$ cat src/rtl/fixed_point_pkg.sv
// Shared fixed-point definitions for the Q-format arithmetic blocks (multiplier, divider).
package fixed_point_pkg;

    localparam int Q_DEF = 15;
    localparam int N_DEF = 32;

    localparam logic [N_DEF-1:0] ONE = N_DEF'(1) << Q_DEF;

    typedef enum logic [1:0] {
        IDLE = 2'd0,
        CALC = 2'd1,
        DONE = 2'd2
    } state_t;

endpackage

$ cat src/rtl/qdiv_if.sv
// Start/done handshake and operand/result bundle of the fixed-point divider.
interface qdiv_if #(
    parameter int N = 32
);
    logic         i_start;
    logic [N-1:0] i_dividend;
    logic [N-1:0] i_divisor;
    logic [N-1:0] o_quotient;
    logic         o_busy;
    logic         o_done;
    logic         o_ovr;
    logic         o_div0;

    modport master (
        output i_start, i_dividend, i_divisor,
        input  o_quotient, o_busy, o_done, o_ovr, o_div0
    );

    modport slave (
        input  i_start, i_dividend, i_divisor,
        output o_quotient, o_busy, o_done, o_ovr, o_div0
    );
endinterface

$ cat src/rtl/q_abs.sv
// Two's-complement magnitude and sign extract; the most negative value maps to 2^(N-1).
module q_abs #(
    parameter int N = 32
) (
    input  logic [N-1:0] value,
    output logic [N-1:0] mag,
    output logic         neg
);

    assign neg = value[N-1];
    assign mag = neg ? (~value + N'(1)) : value;

endmodule

$ cat src/rtl/qdiv.sv
// Sequential signed Q-format divider: radix-2 restoring, one quotient bit per clock.
module qdiv
    import fixed_point_pkg::*;
#(
    parameter int Q = Q_DEF,
    parameter int N = N_DEF
) (
    input  logic   i_clk,
    input  logic   i_rst_n,
    qdiv_if.slave  bus
);

    localparam int W  = N + Q;
    localparam int CW = $clog2(W + 1);

    state_t          state_r, state_s;
    logic [N:0]      rem_r, rem_shift_s, rem_next_s;
    logic [W-1:0]    quo_r, quo_next_s, dvd_r;
    logic [N-1:0]    div_r;
    logic [CW-1:0]   count_r;
    logic            sign_r;

    logic [N-1:0]    a_mag_s, b_mag_s, mag_s, result_s;
    logic            a_neg_s, b_neg_s, b_zero_s, accept_s, last_s, ovr_s;

    logic [N-1:0]    quotient_r;
    logic            busy_r, done_r, ovr_r, div0_r;

    q_abs #(.N(N)) u_abs_a (.value(bus.i_dividend), .mag(a_mag_s), .neg(a_neg_s));
    q_abs #(.N(N)) u_abs_b (.value(bus.i_divisor),  .mag(b_mag_s), .neg(b_neg_s));

    assign b_zero_s = (bus.i_divisor == {N{1'b0}});

    // Next-state decode and acceptance/last-iteration strobes.
    always_comb begin
        state_s  = state_r;
        accept_s = 1'b0;
        last_s   = 1'b0;
        case (state_r)
            IDLE: begin
                if (bus.i_start) begin
                    accept_s = 1'b1;
                    state_s  = b_zero_s ? DONE : CALC;
                end else begin
                    state_s = IDLE;
                end
            end
            CALC: begin
                if (count_r == CW'(1)) begin
                    last_s  = 1'b1;
                    state_s = DONE;
                end else begin
                    state_s = CALC;
                end
            end
            DONE:    state_s = IDLE;
            default: state_s = IDLE;
        endcase
    end

    // One restoring step plus the signed, truncated result taken from the updated quotient.
    always_comb begin
        rem_shift_s = {rem_r[N-1:0], dvd_r[W-1]};
        if (rem_shift_s >= {1'b0, div_r}) begin
            rem_next_s = rem_shift_s - {1'b0, div_r};
            quo_next_s = {quo_r[W-2:0], 1'b1};
        end else begin
            rem_next_s = rem_shift_s;
            quo_next_s = {quo_r[W-2:0], 1'b0};
        end
        mag_s    = {1'b0, quo_next_s[N-2:0]};
        result_s = sign_r ? (~mag_s + N'(1)) : mag_s;
        ovr_s    = |quo_next_s[W-1:N-1];
    end

    // State register, datapath and registered outputs.
    always_ff @(posedge i_clk) begin
        if (!i_rst_n) begin
            state_r    <= IDLE;
            rem_r      <= {(N+1){1'b0}};
            quo_r      <= {W{1'b0}};
            dvd_r      <= {W{1'b0}};
            div_r      <= {N{1'b0}};
            count_r    <= {CW{1'b0}};
            sign_r     <= 1'b0;
            quotient_r <= {N{1'b0}};
            busy_r     <= 1'b0;
            done_r     <= 1'b0;
            ovr_r      <= 1'b0;
            div0_r     <= 1'b0;
        end else begin
            state_r <= state_s;
            done_r  <= 1'b0;
            case (state_r)
                IDLE: begin
                    if (accept_s) begin
                        sign_r     <= a_neg_s ^ b_neg_s;
                        div_r      <= b_mag_s;
                        dvd_r      <= {a_mag_s, {Q{1'b0}}};
                        rem_r      <= {(N+1){1'b0}};
                        quo_r      <= {W{1'b0}};
                        count_r    <= CW'(W);
                        quotient_r <= {N{1'b0}};
                        ovr_r      <= b_zero_s;
                        div0_r     <= b_zero_s;
                        busy_r     <= ~b_zero_s;
                        done_r     <= b_zero_s;
                    end
                end
                CALC: begin
                    rem_r   <= rem_next_s;
                    quo_r   <= quo_next_s;
                    dvd_r   <= dvd_r << 1;
                    count_r <= count_r - CW'(1);
                    if (last_s) begin
                        busy_r     <= 1'b0;
                        done_r     <= 1'b1;
                        quotient_r <= result_s;
                        ovr_r      <= ovr_s;
                    end
                end
                DONE:    ;
                default: ;
            endcase
        end
    end

    assign bus.o_quotient = quotient_r;
    assign bus.o_busy     = busy_r;
    assign bus.o_done     = done_r;
    assign bus.o_ovr      = ovr_r;
    assign bus.o_div0     = div0_r;

endmodule

$ cat src/flat_wrapper.sv
// flat-port wrapper written by rule: the top's interface ports become plain ports
module qdiv_flat import fixed_point_pkg::*;
#(
    parameter int Q = Q_DEF,
    parameter int N = N_DEF
)
  (i_clk, i_rst_n, bus_i_start, bus_i_dividend, bus_i_divisor, bus_o_quotient, bus_o_busy, bus_o_done, bus_o_ovr, bus_o_div0);
  qdiv_if #(.N(N)) bus_i ();
  input  logic i_clk;
  input  logic i_rst_n;
  input wire logic [$bits(bus_i.i_start)-1:0] bus_i_start;
  input wire logic [$bits(bus_i.i_dividend)-1:0] bus_i_dividend;
  input wire logic [$bits(bus_i.i_divisor)-1:0] bus_i_divisor;
  output wire logic [$bits(bus_i.o_quotient)-1:0] bus_o_quotient;
  output wire logic [$bits(bus_i.o_busy)-1:0] bus_o_busy;
  output wire logic [$bits(bus_i.o_done)-1:0] bus_o_done;
  output wire logic [$bits(bus_i.o_ovr)-1:0] bus_o_ovr;
  output wire logic [$bits(bus_i.o_div0)-1:0] bus_o_div0;
  assign bus_i.i_start = bus_i_start;
  assign bus_i.i_dividend = bus_i_dividend;
  assign bus_i.i_divisor = bus_i_divisor;
  assign bus_o_quotient = bus_i.o_quotient;
  assign bus_o_busy = bus_i.o_busy;
  assign bus_o_done = bus_i.o_done;
  assign bus_o_ovr = bus_i.o_ovr;
  assign bus_o_div0 = bus_i.o_div0;
  qdiv #(.Q(Q), .N(N)) u_core (.i_clk(i_clk), .i_rst_n(i_rst_n), .bus(bus_i));
endmodule
$ cat config.mk
export PLATFORM = sky130hd
export DESIGN_NAME = qdiv_flat
export DESIGN_NICKNAME = d
export VERILOG_FILES = /design/src/rtl/fixed_point_pkg.sv /design/src/rtl/qdiv_if.sv /design/src/rtl/q_abs.sv /design/src/rtl/qdiv.sv /design/src/flat_wrapper.sv
export SDC_FILE = /design/constraint.sdc
export NUM_CORES = 1
export LEC_CHECK = 0
export ABC_AREA = 1
export CAP_MARGIN = 20
export CORE_MARGIN = 1.5
export CORE_UTILIZATION = 48
export CTS_BUF_LIST = sky130_fd_sc_hd__clkbuf_2 sky130_fd_sc_hd__clkbuf_4 sky130_fd_sc_hd__clkbuf_8
export DETAILED_ROUTE_END_ITERATION = 10
export HOLD_SLACK_MARGIN = 0.06
export PLACE_DENSITY_LB_ADDON = 0.25
export REMOVE_ABC_BUFFERS = 1
export SLEW_MARGIN = 20
export SYNTH_ARGS = -nofsm -noshare
export SYNTH_HDL_FRONTEND = slang
export SYNTH_HIERARCHICAL = 1
export SYNTH_SLANG_ARGS = --single-unit
$ cat constraint.sdc
create_clock -name i_clk -period 3.25 [get_ports i_clk]
set_input_delay 0.8125 -clock i_clk [delete_from_list [all_inputs] [get_ports i_clk]]
set_output_delay 0.8125 -clock i_clk [all_outputs]
set_load 0.01 [all_outputs]
# After elaboration in Yosys (flattened, before gate mapping)
# Cells that the tools add are included.
# op_classes
n_addsub,5
magnitude_cmp,1
eq_ne,4
n_mux,33
bitwise_logic,5
n_reduce_logical,7
# ops
operator,n
$mux 32,7
$pmux 32 s2,2
$add 32x1->32 const B,3
$pmux 47 s2,1
$pmux 46 s2,1
$not 32->32,2
$mux 47,1
$mux 46,1
$ge 33x32->1,1
$logic_not 32->1,1
$not 31->32,1
$sub 32x32->32,1
$reduce_or 16->1,1
$pmux 6 s2,1
$mux 1,11
$eq 6x1->1 const B,1
$mux 2,3
$mux 6,1
$pmux 1 s2,3
$sub 6x1->6 const B,1
$ne 2x1->1 const B,2
$pmux 2 s2,1
$reduce_and 2->1,2
$reduce_and 3->1,1
5 further kinds,5
# totals
regBits,202
inputBits,67
output_inout_bits,36
wordCells,67

# Depth between registers and ports, before layout
# Gate-level depths: netlist (run 1).
# depth
depth_word,7
depth_mapped,24
ltp_nobuf,24

# Hierarchy
# The synthesis (run 1) kept the hierarchy.
# modules_own_cells
module,n_inst,cells_per_inst,area_each_um2,seq_area_each_um2
qdiv,1,1572,10314.9,3743.6
q_abs,2,219,1046.0,0.0

# Least setup slack after synthesis (run 1)
# Ideal clock, no wire load.
# synth_path
path_type,register -> register
startpoint,reg u_core.div_r[8]
endpoint,reg u_core.quotient_r[18] (netlist: u_core/bus.o_quotient[18])
setup_ns,0.070
arrival_ns,2.825
t_required_ns,3.180
slack_ns,0.355
stages_incl_launch_ff,23
path_buffers,0
synth_period_minus_slack_ns,2.895
path_cell_list,dfxtp_1 -> inv_1 -> ha_1 -> nand2_1 -> inv_2 -> a21oi_1 -> nand2_1 -> nand2_1 -> nand3_2 -> nand2_2 -> nand2_4 -> inv_2 -> ha_1 -> nand3_1 -> inv_1 -> nand4_1 -> or2_1 -> nor2_1 -> nand2_1 -> o21ai_1 -> or2_2 -> nand3_1 -> a21oi_1
# synth_via
elab_chain_len,7
# synth_rtl
item,line,rtl
"start, declared",qdiv.sv:19,logic [N-1:0] div_r;
"start signal, assigned",qdiv.sv:83,div_r <= {N{1'b0}};
"start signal, assigned",qdiv.sv:98,div_r <= b_mag_s;
$ge 33x32->1,qdiv.sv:64,"if (rem_shift_s >= {1'b0, div_r}) begin"
$mux 1,qdiv.sv:64,
$not 31->32,qdiv.sv:72,result_s = sign_r ? (~mag_s + N'(1)) : mag_s;
$add 32x1->32,qdiv.sv:72,
$mux 32,qdiv.sv:72,
$mux 32,qdiv.sv:115,if (last_s) begin
$pmux 32 s2,qdiv.sv:94,case (state_r)
"end signal, assigned",qdiv.sv:86,quotient_r <= {N{1'b0}};
"end signal, assigned",qdiv.sv:103,quotient_r <= {N{1'b0}};
"end signal, assigned",qdiv.sv:118,quotient_r <= result_s;
"end, declared",qdiv.sv:26,logic [N-1:0] quotient_r;
# No other way between the ends. The select of a mux whose other input is x is not followed.
# A chain may end at the register's enable or synchronous reset.

# Final worst setup path (run 1)
# layout_path
startpoint,reg u_core.div_r[16]
endpoint,reg u_core.quotient_r[18] (netlist: u_core/bus.o_quotient[18])
# Same word-level chain as after synthesis.

==> results.json, run 1 <==
{
  "outcome": "completed",
  "crit_fanout": 5,
  "io_pins": 103,
  "multi_input_area_mm2": 0.00761,
  "fmax_ghz": 0.319,
  "cts_tree": "built",
  "core_mm2": 0.0253,
  "grt_setup_unrepaired": "true",
  "place_hpwl_mm": 26.9,
  "grtUsageTotal_pct": 26.9,
  "tns_ps": 0,
  "maxCapViolations": 0,
  "die_y_um": 164,
  "postCtsHoldBufs": 0,
  "drtIter0Drc": 1026,
  "gp_congestion": 0.949,
  "die_w_um": 164,
  "via_per_inst": 5.39,
  "drive_gt1_share_pct": 7.24,
  "grt_max_degree": 143,
  "start_util_pct": 49.1,
  "yosys.cell_types.count": 45,
  "drc": 0,
  "ant_nets": 0,
  "yosys_register_bits": 187,
  "vias": 13000,
  "synth_edf_count": 0,
  "finalMaxSlewViolations": 0,
  "tightestPinTransition_ps": 857,
  "fin_skew_ps": 25.2,
  "slew_headroom_pct": 42.8,
  "pre_cts_slack_ps": 22.2,
  "ys_seq_area_share_pct": 30.2,
  "fin_nets": 2179,
  "clk_latency_ps": 500,
  "min_path_type": "reg -> reg",
  "clockRootBuffer": "clkbuf_8",
  "fin_util_pct": 56.4,
  "grt_pass1_wl_mm": 58.0,
  "setup_viol": 0,
  "filler_cell_count": 2610,
  "final_cells": 2417,
  "required_ps": 3680,
  "cts_buffers": 17,
  "antenna_found_initial": 0,
  "holdWs_ps": 466,
  "yosys_warnings": 6,
  "finalHoldViolations": 0,
  "synth_common_cells": "556 x nand2_1, 242 x a21oi_1, 238 x nor2_1, 187 x dfxtp_1, 174 x inv_1",
  "portBuffers": 102,
  "async_flop_share_pct": 0,
  "rows": 58,
  "grt_pass1_vias": 11900,
  "timing.final.ws_setup_ps": 113,
  "cts.sinks": 187,
  "critical_path_class": "reg -> reg",
  "overflow": 0,
  "power.leakage_nw": 6.07,
  "regArea_mm2": 0.00374,
  "synth_top_area_share_pct": 30.2,
  "post-place-cells": 2381,
  "antennaDiodeCount": 0,
  "period_needed_ps": 3140,
  "power_density_mw_per_mm2": 874,
  "endpoint_kind": "flip-flop",
  "yosysMostFrequentCell": "nand2_1",
  "wire_per_inst_um": 14.8,
  "cp-start-kind": "flip-flop",
  "cts.reportedPaths.clkPinSlew_ps": 120,
  "yosys-top-cells-area": "dfxtp_1 30%, nand2_1 17%, a21oi_1 9.8%",
  "yosysTopAreaCell": "dfxtp_1",
  "drt-total-wl_mm": 35.7,
  "post_synth_instance_area_mm2": 0.0124,
  "clk_path_buf_depth": 2,
  "netlist_instances": 2010,
  "critPathArrivalTime_ps": 3570,
  "period_share_pct": 96.5,
  "die-area_mm2": 0.0268,
  "firstDrtPassIters": 6,
  "syn_avg_cell_area_um2": 6.17,
  "vdd_drop_max_uv": 604,
  "areaGrowthSynthToFinish_pct": 14.7,
  "synth_ff_type": "dfxtp_1",
  "h-tree-depth": 4
}
-- power by group --
| part | switching, mW | total [mW] | internal, mW |
|---|---|---|---|
| Sequential | 0.199 | 2.78 | 2.59 |
| Combinational | 5.12 | 7.90 | 2.78 |
| Clock | 1.06 | 1.76 | 0.697 |
| Total | 6.38 | 12.4 | 6.06 |
-- logic make-up (layout without fill, tap and decap cells) --
family	after synthesis	in the layout	share of synthesized area, %
simple gates	1028	1028	35.0
xor+xnor	59	59	4.17
buf+inv	278	355	9.06
flops	187	187	30.2
fa+ha+maj	38	38	3.89
compound gates	420	420	17.7
-- critical path, cell delays in order (launching register included) --
cell and delay (ps):
dfxtp_1 320, inv_1 50, ha_1 360, a21oi_2 200
nand2_1 100, a21oi_1 160, nand3_2 160, nand2_4 130
nand2_4 50, inv_2 60, ha_2 200, nand3_2 110
inv_2 90, nand4_1 130, or2_4 270, nor2_1 130
nand2_1 120, o21ai_2 130, or2_2 110, nand3_1 60
a21oi_1 140
-- stage by stage --
stage                     cell area, µm²  power [mW]
after detailed placement           13700        10.2
after global placement             13700        10.2
final                              14200        12.4
after floorplan                    12000        8.14
after global routing               14200        13.5
after CTS                          14100        12.0
-- layout make-up --
| cell class | count | share of cell area (%) |
|---|---|---|
| multi-input cells | 1545 | 53.4 |
| well taps | 330 | 2.90 |
| repair buffers | 135 | 9.09 |
| inverters | 188 | 4.98 |
| clock buffers | 17 | 1.64 |
| flip-flops and latches | 187 | 26.3 |
| clock inverters | 15 | 1.64 |
-- path summary, 6_finish.rpt --
check	endpoint	startpoint	depth (start not counted)	slack [ps]
setup / recovery	u_core/bus.o_quotient[18]	u_core/div_r[16]	20	110
setup reg to reg	u_core/bus.o_quotient[18]	u_core/div_r[16]	20	110
hold reg to reg	u_core/dvd_r[29]	u_core/dvd_r[29]	2	470
hold / removal	u_core/dvd_r[29]	u_core/dvd_r[29]	2	470
-- state kept, by name (all words and copies together) (netlist names), 2 cells and up --
signal and cells:
u_core/count_r 6, u_core/bus.o_quotient 32, u_core/quo_r 46, u_core/state_r 2
u_core/dvd_r 32, u_core/div_r 32, u_core/rem_r 32
-- cells in the final DEF, fill, tap and decap left out, types with 7 or more instances in the layout --
master,count
nor2_2,25
inv_2,13
a21oi_1,240
buf_4,31
inv_1,172
o21ai_0,121
or2_1,7
nand4_1,22
o21ai_1,21
nor3_1,26
nor2_4,10
xor2_1,25
dfxtp_1,187
nor4_1,15
nor2_1,235
xnor2_1,34
nand2_1,553
nand3_1,108
clkdlybuf4s50_1,102
ha_1,32
o211ai_1,7
clkbuf_8,17
nand2_2,12
-- what timing repair did --
action / in CTS / in global routing
setup buffers: 0 / 4
hold endpoints to repair: 0 / 0
setup endpoints to repair: 1 / 6
pin swaps: 0 / 3
resized for setup: 1 / 16
-- layer usage --
| metal | GRT usage [%] | share of wire (%) | vias to the layer above |
|---|---|---|---|
| met1 | 36.3 | 48 | 5979 |
| met3 | 3.76 | 4.8 | 49 |
| li1 | - | - | 6659 |
| met4 | 8.35 | 2.3 | 0 |
| met2 | 44.4 | 45 | 346 |
| met5 | 0 | 0 | - |
Power figures use the tool's default switching activity.
==> inputs of run 2 (changes only) <==
Settings changed: CORE_ASPECT_RATIO set to 0.6.
Clock period 3.25 ns to 2.78 ns, I/O delays scaled along.
==> run 2 against run 1 <==
Compared with the run above:
- the run now ends with negative setup slack left
- register-to-register slack worse by 160 ps
- critical path depth up 1
- routed wire length up 12%
- combinational power up 65%
- power up 47%
- final cell count up 6.7%
- maximum frequency up 11%
- highest routed layer unchanged
- via count up 6.6%
- sequential power up 22%
==> results.json, run 2 (synthesis gave the netlist of run 1 again) <==
{
  "critPathArrivalTime_ps": 3290,
  "grtUsageTotal_pct": 29.5,
  "grt_pass1_vias": 12400,
  "finalHoldViolations": 0,
  "crit_path_max_incr_delay_ps": 350,
  "layout_commonest_cell": "nand2_1",
  "p_int_mw": 9.60,
  "fmax_ghz": 0.354,
  "use_met3_pct": 6.02,
  "ant_nets": 0,
  "vias": 13900,
  "core_mm2": 0.0253,
  "place_hpwl_mm": 29.7,
  "largest_reg_flops": 46,
  "fin_skew_ps": 24.8,
  "seq_power_share_pct": 18.5,
  "power_density_mw_per_mm2": 1140,
  "p_sw_share_pct": 47.5,
  "power.total_mw": 18.3,
  "cp-start-kind": "flip-flop",
  "portBuffers": 102,
  "busiest_layer": "met1",
  "grt_max_degree": 143,
  "period_share_pct": 102,
  "io_pins": 103,
  "drtIter0Drc": 1438,
  "violations": "negative setup slack",
  "drc": 0,
  "areaGrowthSynthToFinish_pct": 29.2,
  "vdd_drop_max_uv": 723,
  "cts_buffers": 17,
  "drt-total-wl_mm": 39.9,
  "required_ps": 3250,
  "clk_latency_ps": 530,
  "endpoint_kind": "flip-flop",
  "die_w_um": 211,
  "filler_cell_count": 2413,
  "pre_cts_slack_ps": -294,
  "die-area_mm2": 0.0269,
  "crit_fanout": 4,
  "cpMostUsedCell": "nand2_1",
  "maxCapViolations": 0,
  "rows": 45,
  "clockPowerShare_pct": 10.6,
  "grt_pass1_wl_mm": 63.2,
  "min_path_type": "reg -> reg",
  "clk_path_buf_depth": 2,
  "grt_setup_unrepaired": "true",
  "critical_path_class": "reg -> reg",
  "path_cells": "ha_4, a21oi_2, nand2_1, nand2_1, nand2_1, nand2_1, nand3_2, nand2_2, nand2_4, inv_4, ha_4, nand3_4, inv_2, nand4_1, or2_1, nor2_2, nand2_1, o21ai_2, or2_4, nand3_2, a21oi_2",
  "h-tree-depth": 4,
  "use_met2_pct": 42.4,
  "power.switching_mw": 8.69,
  "finalMaxSlewViolations": 0,
  "postCtsHoldBufs": 0,
  "overflow": 0,
  "final_cells": 2579,
  "timing.final.ws_setup_ps": -42.5,
  "antenna_found_initial": 0,
  "firstDrtPassIters": 6,
  "period_needed_ps": 2820,
  "gp_congestion": 0.989,
  "tns_ps": -68.4,
  "share_comb_of_total_power_pct": 70.9,
  "layout_common_cells": "524 x nand2_1, 233 x a21oi_1, 230 x nor2_1",
  "fin_nets": 2343,
  "via_per_inst": 5.39,
  "clockRootBuffer": "clkbuf_8",
  "setup_viol": 3,
  "slew_headroom_pct": 58.0,
  "post-place-cells": 2531,
  "cts.sinks": 187,
  "outcome": "complete, but fails checks",
  "tightestPinTransition_ps": 630,
  "cts.reportedPaths.clkPinSlew_ps": 110,
  "cp_slowest_cell": "dfxtp_2",
  "die_y_um": 128,
  "holdWs_ps": 466,
  "power.leakage_nw": 6.87,
  "wire_per_inst_um": 15.5,
  "grt_use_met1_pct": 44.0,
  "top_register": "u_core/quo_r",
  "cts_tree": "built",
  "drive_gt1_share_pct": 19.6,
  "antennaDiodeCount": 0,
  "start_util_pct": 49.0
}
[run 2: cell count changes in the layout (fill, tap and decap cells not counted), moves of 24 or more]
cell / change
dfxtp_1: -30
nand2_2: +27
inv_2: +24
dfxtp_2: +30
ha_4: +30
ha_1: -26
inv_1: -25
nand2_1: -29
buf_4: +161
[run 2: critical path, delay by kind of cell (launching register included)]
family	cells	cell delay, ps
DFF	1	350
and+or+nand+nor	14	1430
adders and majority gates	2	400
AOI/OAI and AO/OA	3	460
buffers and inverters	2	140
[run 2: repair_timing]
item                       4_1_cts  5_1_grt
setup endpoints to repair       10       26
buffers inserted                 6       11
resized for setup               69       86
pin swaps                       13       23
[run 2: area by class of cell]
cell class	instances	area [µm²]	area share [%]
Sequential cell	187	3780	23.6
Timing Repair Buffer	299	2560	16.0
Clock inverter	12	151	0.944
Multi-Input combinational cell	1545	8150	50.9
Clock buffer	19	262	1.63
Tap cell	329	412	2.57
Inverter	188	711	4.43
[run 2: worst paths after layout]
kind	end	startpoint	cells after the start	slack (ps)
worst max-delay path	u_core/bus.o_quotient[18]	u_core/rem_r[3]	21	-40
worst min-delay path	u_core/dvd_r[24]	u_core/dvd_r[24]	2	470
worst max register to register	u_core/bus.o_quotient[18]	u_core/rem_r[3]	21	-40
worst min register to register	u_core/dvd_r[24]	u_core/dvd_r[24]	2	470
[run 2: metal layers]
metal | vias to the layer above | wire length, µm | share of wire [%]
met5 | - | 0 | 0
met4 | 0 | 754 | 1.9
met3 | 50 | 3350 | 8.4
met2 | 506 | 16100 | 40
met1 | 6360 | 19700 | 49
li1 | 6975 | - | -
[run 2: power groups by stage]
stage / sequential (mW) / clock, mW / combinational (mW)
CTS: 3.33 / 1.98 / 11.9
floorplan: 3.27 / 0 / 6.25
global placement: 3.28 / 0 / 10.9
global route: 3.42 / 2.09 / 14.1
finish: 3.39 / 1.94 / 13.0
detailed placement: 3.30 / 0 / 11.0
[run 2: metrics by stage]
stage | util (%) | instance area [µm²]
after floorplan | - | 12000
after global placement | 58.6 | 14800
after detailed placement | 58.6 | 14800
after CTS | 62.1 | 15700
after global routing | 63.3 | 16000
final | 63.3 | 16000
